--- config.mk ---
export PLATFORM = sky130hd
export DESIGN_NAME = lpm_word_packer
export DESIGN_NICKNAME = d
export VERILOG_FILES = /design/src/rtl/lpm_word_packer_pkg.sv /design/src/rtl/lpm_word_packer_and.sv /design/src/rtl/lpm_word_packer.sv
export SDC_FILE = /design/constraint.sdc
export NUM_CORES = 1
export LEC_CHECK = 0
export CORE_AREA = 2 2 39 41
export CTS_CLUSTER_DIAMETER = 50
export DETAILED_ROUTE_END_ITERATION = 10
export DIE_AREA = 0 0 41 43
export HOLD_SLACK_MARGIN = 0.1
export PLACE_DENSITY_LB_ADDON = 0.1
export SLEW_MARGIN = 10
export SYNTH_ARGS = -nofsm -noshare
export SYNTH_HDL_FRONTEND = slang
export SYNTH_SLANG_ARGS = --single-unit
export TNS_END_PERCENT = 5
--- constraint.sdc ---
create_clock -name clock -period 3.2 [get_ports clock]
set_clock_uncertainty 0.05 [all_clocks]
set_input_delay 0.8 -clock clock [delete_from_list [all_inputs] [get_ports clock]]
set_output_delay 0.8 -clock clock [all_outputs]
set_load 0.01 [all_outputs]
--- src/rtl/lpm_word_packer_pkg.sv ---
// Shared types for the word-serial packer (lpm_word_packer).
// The optional AND-reduction output is enabled with LPM_WORD_PACKER_AND_EN.
package lpm_word_packer_pkg;

  typedef enum logic {
    ST_FILL = 1'b0,
    ST_FULL = 1'b1
  } pack_state_e;

endpackage

--- src/rtl/lpm_word_packer_and.sv ---
// Bitwise AND across all packed words of a multi-word bus (word 0 in the LSBs).
// Only compiled when LPM_WORD_PACKER_AND_EN is defined.
`ifdef LPM_WORD_PACKER_AND_EN
module lpm_word_packer_and #(
  parameter int lpm_width = 1,
  parameter int lpm_size  = 1
) (
  input  logic [lpm_size*lpm_width-1:0] data,
  output logic [lpm_width-1:0]          result
);

  always_comb begin
    result = '1;
    for (int k = 0; k < lpm_size; k++) begin
      result = result & data[k*lpm_width +: lpm_width];
    end
  end

endmodule
`endif

--- src/rtl/lpm_word_packer.sv ---
// Word-serial packer: gathers lpm_size words of lpm_width bits into one bus.
// Define LPM_WORD_PACKER_AND_EN to add the and_result output.
module lpm_word_packer
  import lpm_word_packer_pkg::*;
#(
  parameter     lpm_type   = "lpm_word_packer",
  parameter int lpm_width  = 1,
  parameter int lpm_size   = 1,
  parameter int lpm_widthc = 8,
  parameter     lpm_hint   = "UNUSED"
) (
  input  logic                          clock,
  input  logic                          sclr_n,
  input  logic                          sflush,
  input  logic [lpm_width-1:0]          data,
  input  logic                          data_valid,
  output logic                          data_ready,
  output logic [lpm_size*lpm_width-1:0] result,
  output logic                          result_valid,
  input  logic                          result_ready,
`ifdef LPM_WORD_PACKER_AND_EN
  output logic [lpm_width-1:0]          and_result,
`endif
  output logic [lpm_widthc-1:0]         count
);

  localparam int unsigned CW = lpm_widthc;
  localparam int unsigned RW = lpm_size * lpm_width;

  // Elaboration-time parameter legality
  if (lpm_width < 1) begin : g_bad_width
    $error("lpm_word_packer: lpm_width must be >= 1");
  end
  if (lpm_size < 1) begin : g_bad_size
    $error("lpm_word_packer: lpm_size must be >= 1");
  end
  if (lpm_widthc < $clog2(lpm_size + 1)) begin : g_bad_widthc
    $error("lpm_word_packer: lpm_widthc too narrow for lpm_size");
  end
  if (lpm_type != "lpm_word_packer" && lpm_hint == "") begin : g_bad_type
    $error("lpm_word_packer: unexpected lpm_type");
  end

  pack_state_e       state_q;
  logic [CW-1:0]     count_q;
  logic [CW-1:0]     count_d;
  logic [RW-1:0]     result_q;
  logic [CW-1:0]     slot_c;
  logic              last_c;
  logic              accept_c;
  logic              consume_c;

  // A consume in FULL restarts the assembly, so any accepted word goes to slot 0
  assign slot_c    = (state_q == ST_FULL) ? '0 : count_q;
  assign last_c    = (slot_c == CW'(lpm_size - 1));
  assign count_d   = CW'(slot_c + CW'(1));

  assign data_ready = sclr_n & ~sflush & ((state_q == ST_FILL) | result_ready);
  assign accept_c   = data_valid & data_ready;
  assign consume_c  = result_valid & result_ready;

  always_ff @(posedge clock) begin
    if (!sclr_n) begin
      state_q  <= ST_FILL;
      count_q  <= '0;
      result_q <= '0;
    end else if (sflush) begin
      state_q  <= ST_FILL;
      count_q  <= '0;
    end else if (accept_c) begin
      for (int k = 0; k < lpm_size; k++) begin
        if (slot_c == CW'(k)) begin
          result_q[k*lpm_width +: lpm_width] <= data;
        end
      end
      count_q <= count_d;
      state_q <= last_c ? ST_FULL : ST_FILL;
    end else if (consume_c) begin
      state_q <= ST_FILL;
      count_q <= '0;
    end
  end

  assign result_valid = (state_q == ST_FULL);
  assign result       = result_q;
  assign count        = count_q;

`ifdef LPM_WORD_PACKER_AND_EN
  lpm_word_packer_and #(
    .lpm_width (lpm_width),
    .lpm_size  (lpm_size)
  ) u_and (
    .data   (result_q),
    .result (and_result)
  );
`endif

endmodule

Word level (Yosys, flattened, before mapping)
Cells that the tools add are included.
{ "totals": {"regBits": 10, "out_inout_bits": 11, "in_bits": 6, "word_cells": 22} }
{ "classes": {"n_bitwise": 8, "n_reduce_logical": 4, "muxes": 6, "addsub": 1} }
{ "ops": {"columns": ["operator", "n"], "rows": [
  ["8-bit two-way mux", 3],
  ["8-bit by 1-bit adder with 8-bit output (second input constant)", 1],
  ["8-bit logical NOT", 1],
  ["1-bit bitwise AND", 4],
  ["1-bit two-way mux", 3],
  ["1-bit inverter", 3],
  ["3-bit AND reduction", 1],
  ["2-bit nonzero test", 1],
  ["2-bit OR reduction", 1],
  ["1-bit bitwise OR", 1]
]} }

Logic depth before layout (Yosys ltp)
Gate-level depths: netlist (run 1).
{ "depth": {"ltp_word": 5, "mapped_depth": 5, "mapped_depth_nobuf": 4} }

Worst setup path after synthesis (run 1)
Ideal clock, no wire load.
{ "synth_timing": {"kind": "input port to output port", "startpoint": "input port result_ready", "endpoint": "output port data_ready", "n_path_buf": 1, "arrival_ns": 1.264, "required_time_ns": 2.350, "path_stages": 3, "path_slack_ns": 1.086, "path_cell_list": "buf_2 > inv_1 > a21oi_1"} }
{ "synth_via": {"elab_chain_len": 2} }
{ "synth_rtl": {"columns": ["element", "line_no", "source"], "rows": [
  ["from (decl)", "lpm_word_packer.sv:20", "input logic result_ready,"],
  ["1-bit bitwise OR", "lpm_word_packer.sv:58", "assign data_ready = sclr_n & ~sflush & ((state_q == ST_FILL) | result_ready);"],
  ["1-bit bitwise AND", "lpm_word_packer.sv:58", null],
  ["to (decl)", "lpm_word_packer.sv:17", "output logic data_ready,"]
]} }
Every way passes these cells.

Final worst setup path (run 1)
{ "layout_timing": {"startpoint": "input port sclr_n", "endpoint": "output port data_ready"} }
{ "layout_via": {"elab_chain_len": 2} }
{ "layout_rtl": {"columns": ["element", "line_no", "source"], "rows": [
  ["from (decl)", "lpm_word_packer.sv:13", "input logic sclr_n,"],
  ["1-bit bitwise AND (2 in series)", "lpm_word_packer.sv:58", null]
]} }
Every way passes these cells.

==> results.sh, run 1 <==
export IMPL_crit_fanout=4
export IMPL_synth_edf_count=0
export IMPL_cts_resized=0
export IMPL_antenna_left=0
export IMPL_coreArea_mm2=0.00138
export IMPL_p_sw_frac=0.222
export IMPL_met3_usage=0.0838
export IMPL_synth_top_area_frac=0.346
export IMPL_drt_wirelength_per_cell_um=12.4
export IMPL_cts_sinks=10
export IMPL_synthTopCellsByCount="10 x dfxtp_1, 6 x nor2_1, 5 x nand2_1"
export IMPL_cts_buffer_depth=2
export IMPL_outcome="complete, no violations"
export IMPL_cts_buffers=3
export IMPL_vdd_drop_max_mv=0.221
export IMPL_track_usage=0.180
export IMPL_tightest_slew_ns=0.317
export IMPL_dp_cells=98
export IMPL_grt_pass1_wl_mm=2.01
export IMPL_num_rows=14
export IMPL_fin_tns_setup_ns=0
export IMPL_netlist_area_um2=578
export IMPL_post_dp_hpwl_um=950
export IMPL_place_gp_congestion=0.685
export IMPL_worstPathRequired_ns=2.35
export IMPL_grtUsageMet2=0.259
export IMPL_path_clk_slew_ns=0.07
export IMPL_postRouteWirelength_mm=1.26
export IMPL_antenna_cells=0
export IMPL_synthTopCellsByArea="dfxtp_1 35%, nand4b_4 4.1%, a211oi_1 3.9%"
export IMPL_grt_max_degree=19
export IMPL_die_w_um=41
export IMPL_clock_latency_ns=0.27
export IMPL_cp_arrival_ns=2.07
export IMPL_synth_most_common_cell="dfxtp_1"
export IMPL_boundaryPins=17
export IMPL_slew_viol_final=0
export IMPL_cts_tree="done"
export IMPL_gr_max_usage_layer="met2"
export IMPL_p_clk_frac=0.414
export IMPL_synth_seq_cells=10
export IMPL_finalCritPeriodShare=0.913
export IMPL_vias=553
export IMPL_dr_first_iter_drc_count=2
export IMPL_syn_inst=66
export IMPL_globalRouteOverflowTotal=0
export IMPL_cap_viol_max_count=0
export IMPL_max_clock_freq_ghz=0.342
export IMPL_antenna_found_initial=0
export IMPL_numPortBuffers=16
export IMPL_instances_no_fill=102
export IMPL_p_per_area_mw_per_mm2=340
export IMPL_p_leak_uw=0.000318
export IMPL_synthFlopType="dfxtp_1"
export IMPL_ys_warn_count=0
export IMPL_drive_gt1_frac=0.140
export IMPL_seq_area_frac_synth=0.346
export IMPL_rsz0062_at_grt="no"
export IMPL_setup_viol=0
export IMPL_pwr_share_comb=0.113
export IMPL_cts_setup_buffers=0
export IMPL_fin_crit_ns=2.92
export IMPL_use_met1=0.210
export IMPL_synthToLayoutAreaGrowth_pct=38.7
export IMPL_die_h_um=43
export IMPL_routed_via_density=5.42
export IMPL_syn_area_per_cell_um2=8.76
export IMPL_p_switching_uw=60.6
export IMPL_route_detailed_drc=0
export IMPL_initial_core_util=0.418
export IMPL_dieArea_mm2=0.00176
export IMPL_slew_headroom=0.787
export IMPL_p_seq_frac=0.472
export IMPL_nets=93
export IMPL_hp_class="reg -> reg"
export IMPL_power_internal_uw=212
export IMPL_grt_pass1_vias=453
export IMPL_cts_root_buf="clkbuf_4"
export IMPL_async_reset_ff_frac=0
export IMPL_endpoint_kind="primary output"
export IMPL_htree_levels=1
export IMPL_criticalPathCategory="in -> out"
export IMPL_yosysTopAreaCell="dfxtp_1"
export IMPL_ys_types=30
export IMPL_hold_viol=0
export IMPL_start_kind="primary input"
export IMPL_synth_nets=72
export IMPL_cts_hold_buf=0
export IMPL_drt_first_pass_iters=4
## layout by cell type (no fill, tap or decap), drive strengths merged, types with 3 or more instances in the layout
cell,count
clkdlybuf4s50,16
dfxtp,10
nor2,6
nand2,6
nand3,4
o21ai,4
a211oi,4
clkbuf,4
buf,3
## critical path, stage by stage
cell             delay, ns
clkdlybuf4s50_1       0.51
nand2b_1              0.09
a21oi_1               0.12
clkdlybuf4s50_1       0.55
## metal layers
| metal | wire, µm | part of all wire |
|---|---|---|
| met3 | 65 | 0.051 |
| met5 | 0 | 0 |
| met2 | 601 | 0.48 |
| met1 | 568 | 0.45 |
| met4 | 29 | 0.023 |
## sequential cells by signal, indices dropped and copies added, names as in the netlist
register and count:
result 1, result_valid 1, count 8
## final timing paths
kind | cells past startpoint | endpoint | start | slack [ns]
worst max-delay path | 4 | data_ready | sclr_n | 0.28
worst min-delay path | 1 | count[7] | count[7] | 0.44
worst max register to register | 5 | count[7] | result_valid | 1.78
worst min register to register | 1 | count[7] | count[7] | 0.44
## power by group through the flow
stage | clock (µW) | sequential, µW | combinational (µW)
floorplan | 0 | 132 | 13.1
global placement | 0 | 132 | 30.8
detailed placement | 0 | 132 | 30.9
global route | 123 | 129 | 33.6
finish | 113 | 129 | 30.9
CTS | 118 | 129 | 31.1
## cell type report
type | count | area [µm²]
Clock buffer | 4 | 36.3
Tap cell | 16 | 20.0
Fill cell | 134 | 582
Inverter | 2 | 7.51
Sequential cell | 10 | 200
Timing Repair Buffer | 19 | 183
Multi-Input combinational cell | 51 | 355
## through the flow
stage	worst slack [ns]	utilization	hold slack (ns)	area, µm²	total power, µW
after floorplan	1.09	-	0.438	578	145
after global placement	0.284	0.553	0.419	766	163
after detailed placement	0.264	0.553	0.415	766	163
after CTS	0.264	0.580	0.439	802	278
after global routing	0.206	0.580	0.460	802	286
final	0.278	0.580	0.437	802	273
## cells by family (layout without fill, tap and decap cells)
logic type,count (synthesis),after routing,share of synthesized area
buffers and inverters,5,25,0.0390
AOI/OAI and AO/OA,17,17,0.208
DFF,10,10,0.346
and+or+nand+nor,28,28,0.312
xor gates and xnor gates,4,4,0.0606
muxes,2,2,0.0346
Power figures use the tool's default switching activity.
==> run 2: changes to the inputs <==
--- a/config.mk
+++ b/config.mk
@@ -5,10 +5,11 @@
 export SDC_FILE = /design/constraint.sdc
 export NUM_CORES = 1
 export LEC_CHECK = 0
-export CORE_AREA = 2 2 39 41
+export CORE_AREA = 3 3 40 42
 export CTS_CLUSTER_DIAMETER = 50
+export CTS_CLUSTER_SIZE = 25
 export DETAILED_ROUTE_END_ITERATION = 10
-export DIE_AREA = 0 0 41 43
+export DIE_AREA = 0 0 43 45
 export HOLD_SLACK_MARGIN = 0.1
 export PLACE_DENSITY_LB_ADDON = 0.1
 export SLEW_MARGIN = 10
==> run 2 against run 1 <==
Compared with the run above: setup slack got worse by 0.013 ns; critical endpoint unchanged; power increased by 1.2%; clock-buffer cell count unchanged; non-clock buffer count unchanged; core utilization increased by 4.4 points; cell count decreased by 0.98%; die area increased by 9.8%; critical path depth unchanged; maximum frequency decreased by 0.44%; worst hold slack improved by 0.00076 ns; routed wire length decreased by 1.9%.
==> results.sh, run 2 (synthesized netlist as in run 1, its figures left out) <==
export IMPL_rsz0062_at_grt="no"
export IMPL_min_path_cells=1
export IMPL_cts_setup_buffers=0
export IMPL_p_per_area_mw_per_mm2=345
export IMPL_setup_viol=0
export IMPL_nets=93
export IMPL_min_from="count[7]"
export IMPL_layout_commonest_cell="clkdlybuf4s50_1"
export IMPL_clock_latency_ns=0.27
export IMPL_worstPathRequired_ns=2.35
export IMPL_hold_viol=0
export IMPL_timing_hold_ws_ns=0.438
export IMPL_cts_tree="done"
export IMPL_drt_first_pass_iters=4
export IMPL_start_kind="primary input"
export IMPL_cap_viol_max_count=0
export IMPL_cts_root_buf="clkbuf_4"
export IMPL_cp_arrival_ns=2.08
export IMPL_htree_levels=1
export IMPL_largest_reg_flops=8
export IMPL_cp_common_cell="clkdlybuf4s50_1"
export IMPL_criticalPathCategory="in -> out"
export IMPL_globalRouteOverflowTotal=0
export IMPL_timing_critical_path_from="sclr_n"
export IMPL_cts_sinks=10
export IMPL_outcome="complete, no violations"
export IMPL_path_cells="clkdlybuf4s50_1 > nand2b_1 > a21oi_1 > clkdlybuf4s50_1"
export IMPL_drive_gt1_frac=0.140
export IMPL_postRouteWirelength_mm=1.24
export IMPL_max_clock_freq_ghz=0.341
export IMPL_path_buf_inv=2
export IMPL_dr_first_iter_drc_count=11
export IMPL_die_h_um=45
export IMPL_route_detailed_drc=0
export IMPL_synthToLayoutAreaGrowth_pct=38.5
export IMPL_vias=538
export IMPL_grt_pass1_wl_mm=2.02
export IMPL_cts_buffers=3
export IMPL_num_rows=13
export IMPL_tightest_slew_ns=0.287
export IMPL_antenna_found_initial=0
export IMPL_slew_viol_final=0
export IMPL_path_clk_slew_ns=0.07
export IMPL_cp_slowest_cell="clkdlybuf4s50_1"
export IMPL_endpoint_kind="primary output"
export IMPL_final_cell_mix="16 x clkdlybuf4s50_1, 10 x dfxtp_1, 6 x nor2_1"
export IMPL_cts_hold_buf=0
export IMPL_dieArea_mm2=0.00194
export IMPL_instances_no_fill=101
export IMPL_track_usage=0.144
export IMPL_finalCritPeriodShare=0.917
export IMPL_p_leak_uw=0.000318
export IMPL_boundaryPins=17
export IMPL_routed_via_density=5.33
export IMPL_antenna_cells=0
export IMPL_cts_resized=0
export IMPL_crit_fanout=4
export IMPL_reg2reg_depth=5
export IMPL_r2r_start="result_valid"
export IMPL_critical_path_depth=4
export IMPL_fin_crit_ns=2.93
export IMPL_post_dp_hpwl_um=929
export IMPL_coreArea_mm2=0.00128
export IMPL_slew_headroom=0.808
export IMPL_die_w_um=43
export IMPL_hp_class="reg -> reg"
export IMPL_antenna_left=0
export IMPL_drt_wirelength_per_cell_um=12.3
export IMPL_fillerInstances=112
export IMPL_place_gp_congestion=0.726
export IMPL_max_stage_delay_ns=0.55
export IMPL_grt_max_degree=19
export IMPL_initial_core_util=0.450
export IMPL_cp_top_family="buffers and inverters"
export IMPL_grt_pass1_vias=456
export IMPL_cts_buffer_depth=2
export IMPL_fin_tns_setup_ns=0
export IMPL_vdd_drop_max_mv=0.263
export IMPL_numPortBuffers=16
export IMPL_dp_cells=97
## run 2: cell counts in the layout (fill, tap and decap cells not counted)
No cell type changed its count.
## run 2: final cells by class
cell class	count	area (µm²)	share of cell area
flip-flops and latches	10	200	0.250
inverters	2	7.51	0.00938
repair buffers	19	183	0.228
well taps	15	18.8	0.0234
clock buffers	4	36.3	0.0453
multi-input cells	51	355	0.444
## run 2: worst paths after layout
| path | end | slack (ns) |
|---|---|---|
| worst max-delay path | data_ready | 0.27 |
| worst min-delay path | count[7] | 0.44 |
| worst max register to register | count[7] | 1.77 |
| worst min register to register | count[7] | 0.44 |
## run 2: stage by stage
| step | util | cell area, µm² | setup WS (ns) | power [µW] |
|---|---|---|---|---|
| 6_report | 0.623 | 801 | 0.265 | 276 |
| 5_1_grt | 0.623 | 801 | 0.194 | 290 |
| 4_1_cts | 0.623 | 801 | 0.252 | 281 |
| 3_5_place_dp | 0.595 | 764 | 0.252 | 162 |
| 3_3_place_gp | 0.595 | 764 | 0.263 | 162 |
| 2_1_floorplan | - | 578 | 1.09 | 145 |
## run 2: power by group
| group | internal (µW) | switching, µW |
|---|---|---|
| combinational | 16.8 | 13.8 |
| clock | 69.1 | 47.6 |
| sequential | 126 | 2.59 |
## run 2: worst register-to-register path: cells and delay by family (launching register included)
family	cells	cell delay [ns]
AO/OA/AOI/OAI	2	0.21
flip-flops	1	0.32
AND/OR/NAND/NOR	2	0.53
buffers and inverters	1	0.19
## run 2: per-layer routing
layer	part of all wire	wire length, µm	GRT usage
met5	0	0	0
met4	0	0	0.0361
met3	0.071	88	0.0797
met2	0.46	568	0.234
met1	0.47	583	0.167
